[src/rtl/pipe_pkg.sv]
// Shared definitions for the CPU inter-stage pipeline registers.
//   - IF/ID payload layout (inst, pc, pc4 packed into 3*XLEN bits)
//   - NOP instruction and an IF/ID bubble built from it
//   - encoding of the skid-buffer state as {main_valid, skid_valid}
//   - helper that turns the two valid bits into a beat count
package pipe_pkg;

    localparam int unsigned XLEN     = 32;
    localparam int unsigned INST_LSB = 64;
    localparam int unsigned PC_LSB   = 32;
    localparam int unsigned PC4_LSB  = 0;

    // addi x0, x0, 0
    localparam logic [XLEN-1:0]   NOP_INST        = 32'h0000_0013;
    localparam logic [3*XLEN-1:0] IFID_NOP_BUBBLE = {NOP_INST, {XLEN{1'b0}}, {XLEN{1'b0}}};

    // State of the two-entry buffer, written as {main_valid, skid_valid}
    localparam logic [1:0] ST_EMPTY   = 2'b00;
    localparam logic [1:0] ST_FULL1   = 2'b10;
    localparam logic [1:0] ST_FULL2   = 2'b11;
    localparam logic [1:0] ST_ILLEGAL = 2'b01;

    function automatic logic [1:0] occ_count(input logic main_valid, input logic skid_valid);
        return {1'b0, main_valid} + {1'b0, skid_valid};
    endfunction

endpackage

[src/rtl/pipe_skid_buf.sv]
// Two-entry skid buffer with registered upstream ready.
// Ports:
//   clk, rst_n          clock / async active-low reset
//   flush_i             synchronous flush, drops both held beats
//   in_valid_i/in_data_i  upstream beat;  in_ready_o = ~skid_valid (registered)
//   out_ready_i         downstream accept
//   main_valid_o/main_data_o  head beat;  skid_valid_o  second beat held
module pipe_skid_buf
    import pipe_pkg::*;
#(
    parameter int unsigned       DATA_W = 96,
    parameter logic [DATA_W-1:0] BUBBLE = '0
) (
    input  logic              clk,
    input  logic              rst_n,
    input  logic              flush_i,
    input  logic              in_valid_i,
    input  logic [DATA_W-1:0] in_data_i,
    output logic              in_ready_o,
    input  logic              out_ready_i,
    output logic              main_valid_o,
    output logic              skid_valid_o,
    output logic [DATA_W-1:0] main_data_o
);

    logic              main_valid_q, main_valid_d;
    logic              skid_valid_q, skid_valid_d;
    logic [DATA_W-1:0] main_data_q,  main_data_d;
    logic [DATA_W-1:0] skid_data_q,  skid_data_d;
    logic              in_fire, out_fire;

    // Ready depends only on registered state, so out_ready_i never reaches in_ready_o.
    assign in_ready_o = ~skid_valid_q;
    assign in_fire    = in_valid_i & ~skid_valid_q;
    assign out_fire   = main_valid_q & out_ready_i;

    always_comb begin
        main_valid_d = main_valid_q;
        skid_valid_d = skid_valid_q;
        main_data_d  = main_data_q;
        skid_data_d  = skid_data_q;
        if (flush_i) begin
            main_valid_d = 1'b0;
            skid_valid_d = 1'b0;
            main_data_d  = BUBBLE;
            skid_data_d  = BUBBLE;
        end else begin
            case ({main_valid_q, skid_valid_q})
                ST_EMPTY: begin
                    if (in_fire) begin
                        main_valid_d = 1'b1;
                        main_data_d  = in_data_i;
                    end
                end
                ST_FULL1: begin
                    if (out_fire && in_fire) begin
                        main_data_d = in_data_i;
                    end else if (out_fire) begin
                        main_valid_d = 1'b0;
                    end else if (in_fire) begin
                        skid_valid_d = 1'b1;
                        skid_data_d  = in_data_i;
                    end
                end
                ST_FULL2: begin
                    // Head leaves; the skid beat moves up so arrival order is kept.
                    if (out_fire) begin
                        main_data_d  = skid_data_q;
                        skid_valid_d = 1'b0;
                    end
                end
                default: begin
                    main_valid_d = 1'b0;
                    skid_valid_d = 1'b0;
                end
            endcase
        end
    end

    always_ff @(posedge clk or negedge rst_n) begin
        if (!rst_n) begin
            main_valid_q <= 1'b0;
            skid_valid_q <= 1'b0;
            main_data_q  <= BUBBLE;
            skid_data_q  <= BUBBLE;
        end else begin
            main_valid_q <= main_valid_d;
            skid_valid_q <= skid_valid_d;
            main_data_q  <= main_data_d;
            skid_data_q  <= skid_data_d;
        end
    end

    a_no_illegal_state: assert property (@(posedge clk) disable iff (!rst_n)
        {main_valid_q, skid_valid_q} != ST_ILLEGAL);

    assign main_valid_o = main_valid_q;
    assign skid_valid_o = skid_valid_q;
    assign main_data_o  = main_data_q;

endmodule

[src/rtl/pipe_stage_hs.sv]
// Generic pipeline-stage register with valid/ready handshake, optional
// two-entry skid buffer, synchronous flush and a saturating stall counter.
// Ports:
//   clk, rst_n                  clock / async active-low reset
//   flush_i                     drop all held beats, load BUBBLE
//   in_valid_i/in_ready_o/in_data_i     upstream handshake
//   out_valid_o/out_ready_i/out_data_o  downstream handshake
//   occupancy_o                 beats held (0..2)
//   stall_cnt_o                 cycles with out_valid_o & ~out_ready_i, saturating
module pipe_stage_hs
    import pipe_pkg::*;
#(
    parameter int unsigned       DATA_W = 96,
    parameter bit                SKID   = 1'b1,
    parameter logic [DATA_W-1:0] BUBBLE = '0,
    parameter int unsigned       CNT_W  = 16
) (
    input  logic              clk,
    input  logic              rst_n,
    input  logic              flush_i,
    input  logic              in_valid_i,
    output logic              in_ready_o,
    input  logic [DATA_W-1:0] in_data_i,
    output logic              out_valid_o,
    input  logic              out_ready_i,
    output logic [DATA_W-1:0] out_data_o,
    output logic [1:0]        occupancy_o,
    output logic [CNT_W-1:0]  stall_cnt_o
);

    logic              main_valid;
    logic              skid_valid;
    logic [DATA_W-1:0] main_data;
    logic              in_ready;

    generate
        if (SKID) begin : g_skid
            pipe_skid_buf #(
                .DATA_W (DATA_W),
                .BUBBLE (BUBBLE)
            ) u_skid (
                .clk          (clk),
                .rst_n        (rst_n),
                .flush_i      (flush_i),
                .in_valid_i   (in_valid_i),
                .in_data_i    (in_data_i),
                .in_ready_o   (in_ready),
                .out_ready_i  (out_ready_i),
                .main_valid_o (main_valid),
                .skid_valid_o (skid_valid),
                .main_data_o  (main_data)
            );
        end else begin : g_single
            logic              main_valid_q, main_valid_d;
            logic [DATA_W-1:0] main_data_q,  main_data_d;

            // Combinational ready: a full register can take a beat when the head leaves.
            assign in_ready = ~main_valid_q | out_ready_i;

            always_comb begin
                main_valid_d = main_valid_q;
                main_data_d  = main_data_q;
                if (flush_i) begin
                    main_valid_d = 1'b0;
                    main_data_d  = BUBBLE;
                end else if (in_valid_i && in_ready) begin
                    main_valid_d = 1'b1;
                    main_data_d  = in_data_i;
                end else if (main_valid_q && out_ready_i) begin
                    main_valid_d = 1'b0;
                end
            end

            always_ff @(posedge clk or negedge rst_n) begin
                if (!rst_n) begin
                    main_valid_q <= 1'b0;
                    main_data_q  <= BUBBLE;
                end else begin
                    main_valid_q <= main_valid_d;
                    main_data_q  <= main_data_d;
                end
            end

            assign main_valid = main_valid_q;
            assign main_data  = main_data_q;
            assign skid_valid = 1'b0;
        end
    endgenerate

    function automatic logic [CNT_W-1:0] sat_inc(input logic [CNT_W-1:0] v);
        return (&v) ? v : v + {{(CNT_W-1){1'b0}}, 1'b1};
    endfunction

    logic [CNT_W-1:0] stall_cnt_q, stall_cnt_d;

    // Flush does not clear the counter; only reset does.
    always_comb begin
        stall_cnt_d = stall_cnt_q;
        if (main_valid && !out_ready_i) begin
            stall_cnt_d = sat_inc(stall_cnt_q);
        end
    end

    always_ff @(posedge clk or negedge rst_n) begin
        if (!rst_n) begin
            stall_cnt_q <= '0;
        end else begin
            stall_cnt_q <= stall_cnt_d;
        end
    end

    assign in_ready_o  = in_ready;
    assign out_valid_o = main_valid;
    assign out_data_o  = main_data;
    assign occupancy_o = occ_count(main_valid, skid_valid);
    assign stall_cnt_o = stall_cnt_q;

endmodule

[config.mk]
export PLATFORM = sky130hd
export DESIGN_NAME = pipe_stage_hs
export DESIGN_NICKNAME = d
export VERILOG_FILES = /design/src/rtl/pipe_pkg.sv /design/src/rtl/pipe_skid_buf.sv /design/src/rtl/pipe_stage_hs.sv
export SDC_FILE = /design/constraint.sdc
export NUM_CORES = 1
export LEC_CHECK = 0
export CAP_MARGIN = 20
export CORE_UTILIZATION = 45
export DETAILED_ROUTE_END_ITERATION = 8
export PLACE_DENSITY = 0.72
export SLEW_MARGIN = 20
export SYNTH_ARGS = -nofsm -noshare
export SYNTH_HDL_FRONTEND = slang
export SYNTH_SLANG_ARGS = --single-unit
export TNS_END_PERCENT = 100
[constraint.sdc]
create_clock -name clk -period 2.4 [get_ports clk]
set_clock_uncertainty 0.1 [all_clocks]
set_input_delay 0.36 -clock clk [delete_from_list [all_inputs] [get_ports clk]]
set_output_delay 0.36 -clock clk [all_outputs]
set_load 0.02 [all_outputs]
Word level (Yosys, flattened, before mapping)
Cells that the tools add are included.
{ "op_classes": {"n_bitwise": 4, "add_sub_neg": 2, "muxes": 18, "reduce_logical": 13, "n_eq_ne": 13} }
{ "ops": {"columns": ["operator", "n"], "rows": [
  ["$mux 96", 8],
  ["$pmux 96 s3", 1],
  ["$add 16x1->16 const B", 1],
  ["$reduce_and 16->1", 1],
  ["$ne 3x2->1 const B", 5],
  ["$reduce_and 4->1", 3],
  ["$ne 2x2->1 const B", 4],
  ["$mux 1", 7],
  ["$ne 3x3->1 const B", 2],
  ["$pmux 1 s3", 2],
  ["$reduce_and 5->1", 1],
  ["$eq 2x2->1 const B", 2],
  ["$reduce_bool 2->1", 2],
  ["$reduce_bool 4->1", 1],
  ["$add 1x1->2", 1],
  ["$and 1x1->1", 2],
  ["$logic_and 1x1->1", 2],
  ["$logic_not 2->1", 1],
  ["$not 1->1", 2],
  ["$reduce_and 2->1", 1],
  ["$logic_not 1->1", 1]
]} }
{ "totals": {"input_bits": 101, "out_inout_bits": 116, "word_cells": 55, "reg_bits": 210} }

Longest topological paths before layout
Gate-level depths: netlist of run 1.
{ "depth": {"ltp_word": 7, "ltp_mapped": 9, "depth_no_buf": 6} }

Hierarchy
From an unflattened synthesis of run 1, not the netlist that was laid out.
{ "unflattened": {"hier_cells": 626, "hier_area_um2": 9007.4} }
{ "modules_own_cells": {"columns": ["mod", "seq_area_each_um2", "area_each_um2", "cells_each", "instances"], "rows": [
  ["pipe_skid_buf", 4854.7, 8137.8, 550, 1],
  ["pipe_stage_hs", 400.4, 869.6, 76, 1]
]} }

Least setup slack after synthesis of run 1
Ideal clock, no wire load.
{ "synth_timing": {"path_type": "register -> register", "from": "register g_skid.u_skid.main_valid_q (netlist: g_skid.u_skid.main_valid_o)", "to": "register g_skid.u_skid.main_data_q[78] (netlist: g_skid.u_skid.main_data_o[78])", "required_time_ps": 2173, "arrival_ps": 2260, "path_stages_with_launch": 8, "slack_ps": -88, "period_less_slack_ps": 2488, "cell_sequence": "dfrtp_1 -> ha_1 -> clkbuf_1 -> buf_2 -> buf_2 -> mux2i_1 -> nor2_1 -> mux2_1"} }
{ "synth_via": {"elab_chain_len": 4, "word_cells_on_any_way": 12, "cone_classes": "5 x eq/ne; 2 x mux; 1 x bitwise; 4 x reduce/logical"} }
{ "synth_lines": {"columns": ["element", "line", "text"], "rows": [
  ["start, declared", "pipe_skid_buf.sv:26", "logic main_valid_q, main_valid_d;"],
  ["start signal, assigned", "pipe_skid_buf.sv:87", "main_valid_q <= main_valid_d;"],
  ["$and 1x1->1", "pipe_skid_buf.sv:35", "assign out_fire = main_valid_q & out_ready_i;"],
  ["$logic_and 1x1->1", "pipe_skid_buf.sv:56", "if (out_fire && in_fire) begin"],
  ["$ne 3x2->1 (no line)", null, null],
  ["$reduce_and 4->1 (no line)", null, null],
  ["end signal, assigned", "pipe_skid_buf.sv:89", "main_data_q <= main_data_d;"],
  ["end, declared", "pipe_skid_buf.sv:28", "logic [DATA_W-1:0] main_data_q, main_data_d;"]
]} }
Several ways; a longest one is shown, not always the timed one.
A chain may end at the register's enable or synchronous reset.

Worst setup path in the final report of run 1
{ "layout_timing": {"from": "register g_skid.u_skid.main_valid_q (netlist: g_skid.u_skid.main_valid_o)", "to": "output occupancy_o[1]"} }
{ "layout_via": {"elab_chain_len": 1} }
{ "layout_lines": {"columns": ["element", "line", "text"], "rows": [
  ["$add 1x1->2", "pipe_pkg.sv:24", "return {1'b0, main_valid} + {1'b0, skid_valid};"],
  ["end, declared", "pipe_stage_hs.sv:27", "output logic [1:0] occupancy_o,"]
]} }
No other way between the ends.

==> impl_summary.md, run 1 <==
Critical path
The kind of start point of the critical path is a flip-flop. The type of destination of the critical path is an output port. At the worst endpoint, the required time is 1.94 ns. In this design, the largest share of critical-path delay is due to buffers and inverters. The maximum net fanout on the critical path is 9. The setup path with the least slack is of type reg -> out.

The critical path data arrival time is 1.78 ns. The slowest stage cell on the critical path is sky130_fd_sc_hd__clkdlybuf4s50_1. The most critical setup path has its startpoint at g_skid.u_skid.main_valid_o.

In this design, the stage delay of the slowest critical-path cell is about 0.62 ns. The startpoint of the most critical register-to-register path is g_skid.u_skid.main_valid_o. Traced cell by cell, the critical path runs through ha_4 -> clkdlybuf4s50_1. The buffers plus inverters on the worst setup path is 1. In this run the register-to-register setup slack is 0.16 ns.

Floorplanning
The die extent in y is 148.8 um. The starting utilization of the core area is 0.4598. The floorplan step set the die width to ~150 um.

The die covers between 0.02 and 0.025 mm2. For this design the top-level I/O count stands at 217. The placeable core region is about 0.021 mm2. The standard-cell row count is 53.

Power
The switching power summed over all nets is between 3000 and 4000 uW. VDD sags by at most 444.4 uV. The part of the power in registers is 0.410. For this design the static power due to leakage is ~0.0055 uW. Of the total power, the share spent switching nets is 0.2931. The power per unit of standard cell area is ~800 mW/mm2. The combinational share of power is 0.258.

The completed layout was analyzed and its total power is around 10,000 uW. The cell-internal power is between 7000 and 8000 uW. The clock network fraction of total power is 0.332.

Clock tree
TritonCTS built the clock tree. The count of H-tree levels built during CTS is 1. After clock tree synthesis, the clock-pin slew on the worst setup and hold paths is approximately 0.06 ns.

The clock root buffer master is sky130_fd_sc_hd__clkbuf_16. The number of sinks driven by the clock tree is 210. Once the clock tree was built, the setup fixing pass inserted 0 buffers.

The number of CTS-inserted buffers is 23. The later pin in the worst-skew pair is clocked with a latency of roughly 0.5 ns. The maximum number of buffers from clock root to sink is 3.

STA
Setup repair after global routing left no endpoint under its margin. The hold violation count in the final report is 0. The worst path setup slack after routing is ~0.16 ns. For the pin with the worst max-slew slack, the measured transition is about 0.77 ns. The final period demand of the worst path is roughly 2.2 ns. Headroom to the max-slew limit came out at 0.4899. The setup-violating endpoint count in the final report is 0. The summed negative setup slack over all endpoints is 0 ns. The final number of max-transition violations was 0. The ratio of final minimum period to clock period is 0.9345. The fmax is between 0.4 and 0.5 GHz.

Worst hold path
The launch instance of the worst min-delay path is flush_i. The worst hold-check path type is in -> reg.

Logic synthesis
During synthesis, Yosys emitted a total of 0 warnings. The share of synthesized area in the top cell type comes to 0.5420. The largest area contributor in the synthesized netlist is sky130_fd_sc_hd__dfrtp_1. The number of synthesized register bits is 210. Sorting the synthesized cells by area gives the leading types as sky130_fd_sc_hd__dfrtp_1, sky130_fd_sc_hd__mux2_1, sky130_fd_sc_hd__mux2i_1. The share of the yosys chip area belonging to registers is 0.5420.

The net count of the mapped netlist is about 1,000. Yosys mapped a number of flops with a built-in enable equal to 0. The dominant register cell in the synthesized netlist is sky130_fd_sc_hd__dfrtp_1. Counting every instance in the synthesized netlist gives roughly 930.

The cell with the most instances after synthesis is sky130_fd_sc_hd__dfrtp_1. The fraction of synthesis flops using an asynchronous set or reset pin is 1.000. The count of unique library cells instantiated by Yosys is 30. Counting instances in the post-synthesis netlist gives the leading cell types as sky130_fd_sc_hd__dfrtp_1, sky130_fd_sc_hd__nand2_1, sky130_fd_sc_hd__nor2_1.

The post-synthesis instance area is 0.009696 mm2. Each instance of the synthesized netlist takes up on average 10.45 um2.

GRT
The number of antenna violations at the first check in global routing was 0. Entering global routing, the biggest net connects approximately 130 pins. For this run, the total global-route usage over all layers was measured as 0.2084. The number of global-route vias before repair is between 7,000 and 8,000. The first global-routing pass estimated 37.23 mm of wire. The final global-route overflow total is 0.

Layout
The number of filler instances in the final layout is around 1,800. The area of all sequential standard cells is between 0.005 and 0.006 mm2. The fraction of final layout cells with drive strength greater than 1 is 0.05867.

From synthesis to final layout, the design area changed by 34.35%. The final-stage net count is about 1,200. The area taken by multi-input logic gates is between 0.004 and 0.005 mm2. For this run, the share of the core covered by cells in the final layout is 0.6177. The total inserted antenna cells is 0.

Routing
The number of vias after detailed routing is 7,272. The antenna violation net count after detailed routing is 0. The iteration count of the initial detailed-routing pass is 5. The first-iteration detailed-routing DRC count is roughly 270. The average wire per cell in the routed design is around 16 um.

The number of vias per cell after detailed routing is a little over 5. The routed wire length is 22.97 mm. The residual DRC count is 0.

Place
Prior to clock tree synthesis, the placed netlist has a worst setup slack of -0.03682 ns. Buffers placed on the I/O ports in this run total around 220. Routability-driven placement finished with a final weighted congestion of roughly 0.82. Detailed placement finished with a half-perimeter wire length of 14.58 mm.

Flow run
The max-capacitance violation count is 0.

Run status
The run finished with clean final reports.
==> power by group through the flow <==
stage                     clock (uW)  combinational [uW]  sequential, uW
after floorplan                    0                1050            4680
after global placement             0                2690            4340
after detailed placement           0                2730            4350
after CTS                       3560                2750            4290
after global routing            3720                2910            4340
final                           3480                2710            4290
==> stage by stage <==
stage	area, um2	cells	hold slack (ns)
after floorplan	9699	928	-0.03559
after global placement	12260	1375	0.2396
after detailed placement	12260	1375	0.2328
after CTS	13020	1417	0.2443
after global routing	13030	1417	0.2600
final	13030	1417	0.2508
==> area by class of cell <==
| cell class | count | area share |
|---|---|---|
| multi-input cells | 649 | 0.3193 |
| flip-flops and latches | 210 | 0.4035 |
| well taps | 275 | 0.02641 |
| clock inverters | 9 | 0.007588 |
| clock buffers | 32 | 0.04985 |
| inverters | 3 | 0.0008645 |
| repair buffers | 239 | 0.1925 |
==> per-layer routing <==
metal  up-vias  GRT usage  routed length, um
li1       3501          -                  -
met1      3565     0.2899              10320
met2       164     0.3348              10950
met3        42    0.02997               1016
met4         0    0.07041                690
met5         -          0                  0
==> flip-flops by register name, indices dropped and copies added, names as in the netlist <==
register,count
g_skid.u_skid.skid_valid_o,1
g_skid.u_skid.skid_data_q,96
stall_cnt_o,16
g_skid.u_skid.main_valid_o,1
g_skid.u_skid.main_data_o,96
==> worst register-to-register path: cells and delay by family (launching register included) <==
kind / cells / cell delay [ns]
flip-flops: 1 / 0.46
AND/OR/NAND/NOR: 1 / 0.39
multiplexers: 1 / 0.36
buffers and inverters: 2 / 0.28
AO/OA/AOI/OAI: 1 / 0.27
adder cells (fa/ha/maj): 1 / 0.26
==> cell families (layout without fill, tap and decap cells) <==
group / count (synthesis) / in the layout / share of synthesized area
AO/OA/AOI/OAI: 103 / 103 / 0.05472
XOR/XNOR: 15 / 15 / 0.01355
adder cells (fa/ha/maj): 4 / 4 / 0.005162
buffers and inverters: 69 / 283 / 0.03329
flip-flops: 210 / 210 / 0.5420
multiplexers: 194 / 194 / 0.2128
AND/OR/NAND/NOR: 333 / 333 / 0.1385
==> final timing paths <==
path / to / cells past startpoint
setup reg to reg: g_skid.u_skid.main_data_o[38] / 6
hold / removal: g_skid.u_skid.main_data_o[22] / 3
hold reg to reg: g_skid.u_skid.main_data_o[91] / 1
max in group asynchronous: g_skid.u_skid.skid_data_q[52] / 3
min in group asynchronous: g_skid.u_skid.main_data_o[15] / 2
setup / recovery: occupancy_o[1] / 2
==> cells in the final DEF (no fill, tap or decap), types with 6 or more instances in the layout <==
| cell | count |
|---|---|
| sky130_fd_sc_hd__a21oi_1 | 98 |
| sky130_fd_sc_hd__buf_12 | 13 |
| sky130_fd_sc_hd__buf_4 | 9 |
| sky130_fd_sc_hd__clkbuf_16 | 23 |
| sky130_fd_sc_hd__clkdlybuf4s50_1 | 213 |
| sky130_fd_sc_hd__clkinv_2 | 6 |
| sky130_fd_sc_hd__dfrtp_1 | 209 |
| sky130_fd_sc_hd__mux2_1 | 97 |
| sky130_fd_sc_hd__mux2i_1 | 97 |
| sky130_fd_sc_hd__nand2_1 | 198 |
| sky130_fd_sc_hd__nor2_1 | 103 |
| sky130_fd_sc_hd__nor3_1 | 7 |
| sky130_fd_sc_hd__xor2_1 | 15 |
==> timing repair <==
item,in CTS,in global routing
setup endpoints to repair,0,76
hold buffers,1,0
endpoints found under the hold margin,44,0
gates resized for setup,0,2
No activity file was read; power rests on OpenSTA's default activity.
==> run 2, diff against run 1 <==
--- a/config.mk
+++ b/config.mk
@@ -5,11 +5,11 @@
 export SDC_FILE = /design/constraint.sdc
 export NUM_CORES = 1
 export LEC_CHECK = 0
+export ABC_AREA = 1
 export CAP_MARGIN = 20
 export CORE_UTILIZATION = 45
 export DETAILED_ROUTE_END_ITERATION = 8
-export PLACE_DENSITY = 0.72
-export SLEW_MARGIN = 20
+export PLACE_DENSITY = 0.71
 export SYNTH_ARGS = -nofsm -noshare
 export SYNTH_HDL_FRONTEND = slang
 export SYNTH_SLANG_ARGS = --single-unit
==> run 2 against run 1 <==
Effect of this change: first-iteration DRC count rose to 2.6 times the previous value; sequential power rose by 19%; worst setup slack got worse by 0.074 ns; fmax fell by 3.2%; worst hold slack improved by 0.042 ns; core utilization fell by 1.3 points; final cell count rose by 21%; area after synthesis rose by 3.0%.
==> impl_summary.md, run 2 <==
Run status
The flow ran to the end, and the final reports show no timing, DRC or antenna violations.

Logic synthesis
The share of the yosys chip area belonging to registers is 0.5264. Among all flip-flop cells after synthesis, the most frequent one is sky130_fd_sc_hd__dfrtp_1. Averaged over all synthesized cells, the footprint is roughly 8 um2. Ranked by total cell area, the synthesized netlist is headed by sky130_fd_sc_hd__dfrtp_1, sky130_fd_sc_hd__nand2_1, sky130_fd_sc_hd__nand3_1. The net count of the mapped netlist is 1,350. Ranked by instance count, the synthesized netlist is headed by sky130_fd_sc_hd__nand2_1, sky130_fd_sc_hd__dfrtp_1, sky130_fd_sc_hd__nand3_1. The number of synthesized register bits is 210. The post-synthesis instance area is around 0.01 mm2.

The number of enable-type register cells in the synthesized netlist is 0. Counting distinct cell types in the post-synthesis netlist gives 24. The largest total area in the synthesized netlist belongs to sky130_fd_sc_hd__dfrtp_1. During synthesis, Yosys emitted a total of 0 warnings.

The proportion of netlist area held by the largest area contributor is 0.5264. Yosys instantiated no cell more often than sky130_fd_sc_hd__nand2_1. After technology mapping, the gate count stands at ~1,200. After synthesis, the share of flip-flops with an asynchronous set or reset is 1.000.

GRT
The maximum number of pins on one net before global-route repair is between 90 and 100. The met2 demand-to-capacity share in global routing is 0.3968. The met1 usage in global routing is 0.3576. The number of antenna violations at the first check in global routing came to 0. The total track usage is 0.2509. The final global-route overflow total is 0.

The global routing usage on met3 is 0.02741. The number of global-route vias before repair came to roughly 8,800. The layer with the highest usage after global routing is met2.

The first global-routing pass estimated between 40 and 50 mm of wire.

Layout
Leaving out fill and tap cells, the most frequent cell in the layout is sky130_fd_sc_hd__nand2_1. After filler insertion, the fill cell instance count of the layout stands at ~1,900. With fillers left out, the area of the finished cells amounts to between 0.01 and 0.015 mm2.

At the end of the flow, the number of nets in the layout was about 1,500. The fraction of final layout cells with drive strength greater than 1 is 0.05087. Leaving out fill and tap cells, the most frequent cells in the layout are sky130_fd_sc_hd__nand2_1, sky130_fd_sc_hd__clkdlybuf4s50_1, sky130_fd_sc_hd__dfrtp_1.

Relative to the synthesized area, the layout overhead comes to 31.90%. The repair_antennas step left the layout with diodes totalling 0.

Clock tree
The number of CTS-inserted buffers is 23. After clock tree synthesis, the clock-pin slew on the worst setup and hold paths is ~0.060 ns. The tree is rooted in a sky130_fd_sc_hd__clkbuf_16. Counting every sink on the clock net gives 210. CTS built an H-tree with a depth of 1.

The maximum number of buffers from clock root to sink is 3. The clock latency reported for the late side of the worst-skew pair is 0.51 ns. TritonCTS built the clock tree.

Critical path
For the worst setup path, the data required time is between 1.5 and 2 ns. Setup slack on the worst reg-to-reg path comes out at around 0.36 ns. The reg-to-reg critical path endpoint is g_skid.u_skid.skid_data_q[82].

Data on the critical path arrives at its endpoint at between 1.5 and 2 ns. The length in cells of the worst reg-to-reg path is 8. STA classifies the critical path startpoint as a flip-flop.

The class of the most critical setup path is reg -> out. The cell type group with the largest total delay on the critical path is buffers and inverters. For this run, the slowest stage of the critical path takes around 0.63 ns. The startpoint identified for the worst register-to-register timing path is g_skid.u_skid.skid_valid_o.

Along the worst path, the maximum fanout reaches 12. Walking the worst path, the cells encountered are ha_4 -> clkdlybuf4s50_1. Together, buffers and inverters on the worst path number 1. The slowest stage cell on the critical path is sky130_fd_sc_hd__clkdlybuf4s50_1. The type of destination of the critical path is an output port.

Floorplanning
The floorplan step defined a core boundary enclosing about 0.022 mm2. The full die area is approximately 0.023 mm2. The standard-cell row count is 54. The die extent in y is between 150 and 200 um.

The I/O pin total is between 200 and 250. The starting utilization of the core area is 0.4588. In this run the horizontal extent of the chip is 150.9 um.

STA
The summed negative setup slack over all endpoints is 0 ns. The final number of max-transition violations is 0. The tightest slew margin relative to the limit is 0.6516.

The clock period could shrink to ~2.3 ns. At the pin with the least slew margin, the transition time is about 0.52 ns. Setup repair after global routing left no endpoint under its margin. The hold violation count in the final report was 0. In the finished design, the share of the clock period the worst path needs comes to 0.9653. The fmax is 0.4316 GHz.

Setup violations remaining at the end of the flow were counted as 0.

Routing
The number of vias per cell after detailed routing is roughly 5.4. The residual DRC count is 0. In this run the remaining antenna-violating nets after routing total 0.

The average wire per cell in the routed design is 16.46 um. The number of vias after detailed routing is between 9,000 and 10,000. The routed wire length is 28.24 mm. The first-iteration detailed-routing DRC count is 708. For this run, the detailed router's first-pass iteration total came to 5.

Place
The count of buffers inserted at the top-level ports is around 220. Routability-driven placement finished with a final weighted congestion of around 0.86. The placed standard-cell area is 0.01243 mm2. The sum of net half-perimeters after detailed placement is ~18 mm.

Worst hold path
The path class of the tightest hold or removal check is in -> async.

Power
In this run the static leakage power is 0.005968 uW. The maximum resistive drop on vdd is 614.4 uV. The power per unit of standard cell area is roughly 1100 mW/mm2.

Flow run
Max-cap violations in this run came to 0.
## run 2: cell types whose count changed after synthesis, moves of 7 or more
| cell | delta |
|---|---|
| sky130_fd_sc_hd__mux2i_1 | -97 |
| sky130_fd_sc_hd__clkbuf_1 | +19 |
| sky130_fd_sc_hd__nand2_1 | +93 |
| sky130_fd_sc_hd__mux2_1 | -97 |
| sky130_fd_sc_hd__inv_1 | +121 |
| sky130_fd_sc_hd__o22ai_1 | +22 |
| sky130_fd_sc_hd__xor2_1 | -13 |
| sky130_fd_sc_hd__nor3_1 | -7 |
| sky130_fd_sc_hd__o21ai_0 | +177 |
| sky130_fd_sc_hd__nor2_1 | -80 |
| sky130_fd_sc_hd__nand3_1 | +199 |
| sky130_fd_sc_hd__a21oi_1 | -24 |
## run 2: per-stage QoR
| step | hold slack (ns) | util | total power [uW] | cells | setup slack, ns |
|---|---|---|---|---|---|
| 2_1_floorplan | -0.03559 | - | 8115 | 1245 | 0.3675 |
| 3_3_place_gp | 0.2762 | 0.5713 | 10720 | 1674 | 0.1574 |
| 3_5_place_dp | 0.2757 | 0.5713 | 10790 | 1674 | 0.1345 |
| 4_1_cts | 0.3076 | 0.6052 | 14230 | 1715 | 0.07252 |
| 5_1_grt | 0.3454 | 0.6052 | 14940 | 1715 | 0.01478 |
| 6_report | 0.2925 | 0.6052 | 14120 | 1715 | 0.08327 |
## run 2: final cells by class
type                       instances  area, um2  share of cell area
multi-input combinational        817       3835              0.2913
timing repair buffer             243       2532              0.1923
inverter                         126      473.0             0.03592
clock buffer                      36      704.4             0.05350
tap                              280      350.3             0.02661
sequential                       210       5256              0.3992
clock inverter                     3      15.01            0.001140
## run 2: how the worst max path moves through the flow
| stage | from | to | slack, ns | cells after the start |
|---|---|---|---|---|
| after floorplan | g_skid.u_skid.main_valid_o | g_skid.u_skid.main_data_o[94] | 0.37 | 8 |
| after global placement | flush_i | g_skid.u_skid.main_data_o[37] | 0.16 | 9 |
| after detailed placement | flush_i | g_skid.u_skid.main_data_o[28] | 0.13 | 9 |
| after CTS | g_skid.u_skid.main_valid_o | occupancy_o[1] | 0.07 | 2 |
| after global routing | g_skid.u_skid.skid_valid_o | occupancy_o[1] | 0.01 | 2 |
| final | g_skid.u_skid.skid_valid_o | occupancy_o[1] | 0.08 | 2 |
## run 2: cells by family (layout without fill, tap and decap cells)
group | count (synthesis) | count (layout) | synth area share
AND/OR/NAND/NOR | 534 | 534 | 0.2323
AO/OA/AOI/OAI | 276 | 276 | 0.1423
buffers and inverters | 218 | 408 | 0.09138
flip-flops | 210 | 210 | 0.5264
adder cells (fa/ha/maj) | 4 | 4 | 0.005014
XOR/XNOR | 3 | 3 | 0.002633
## run 2: power by group
part           internal [uW]  switching [uW]  leakage, uW
clock network           2000            1390     0.000359
logic                   2270            3360      0.00281
registers               4500             608      0.00280
## run 2: per-layer routing
layer / wire (um) / part of all wire / vias to the layer above
met4: 798 / 0.028 / 0
met3: 1687 / 0.060 / 54
met2: 13280 / 0.47 / 348
met5: 0 / 0 / -
li1: - / - / 4432
met1: 12470 / 0.44 / 4481
## run 2: repair_timing
item	in CTS	in global routing
gates resized for setup	2	0
setup buffers	1	0
hold buffers	1	0
setup endpoints to repair	2	0
hold endpoints to repair	53	0
## run 2: worst register-to-register path, stage by stage, from the launching register on
cell and delay (ns):
sky130_fd_sc_hd__dfrtp_1 0.44, sky130_fd_sc_hd__inv_1 0.13, sky130_fd_sc_hd__ha_1 0.18, sky130_fd_sc_hd__inv_1 0.08, sky130_fd_sc_hd__nor2_4 0.16, sky130_fd_sc_hd__buf_12 0.25, sky130_fd_sc_hd__buf_12 0.34, sky130_fd_sc_hd__nand3_1 0.15
sky130_fd_sc_hd__o21ai_0 0.11
==> run 3, diff against run 2 <==
--- a/config.mk
+++ b/config.mk
@@ -9,6 +9,7 @@
 export CAP_MARGIN = 20
 export CORE_UTILIZATION = 45
 export DETAILED_ROUTE_END_ITERATION = 8
+export HOLD_SLACK_MARGIN = 0.03
 export PLACE_DENSITY = 0.71
 export SYNTH_ARGS = -nofsm -noshare
 export SYNTH_HDL_FRONTEND = slang
==> results of run 3 <==
Final layout, timing and power as in run 2 (identical DEF).
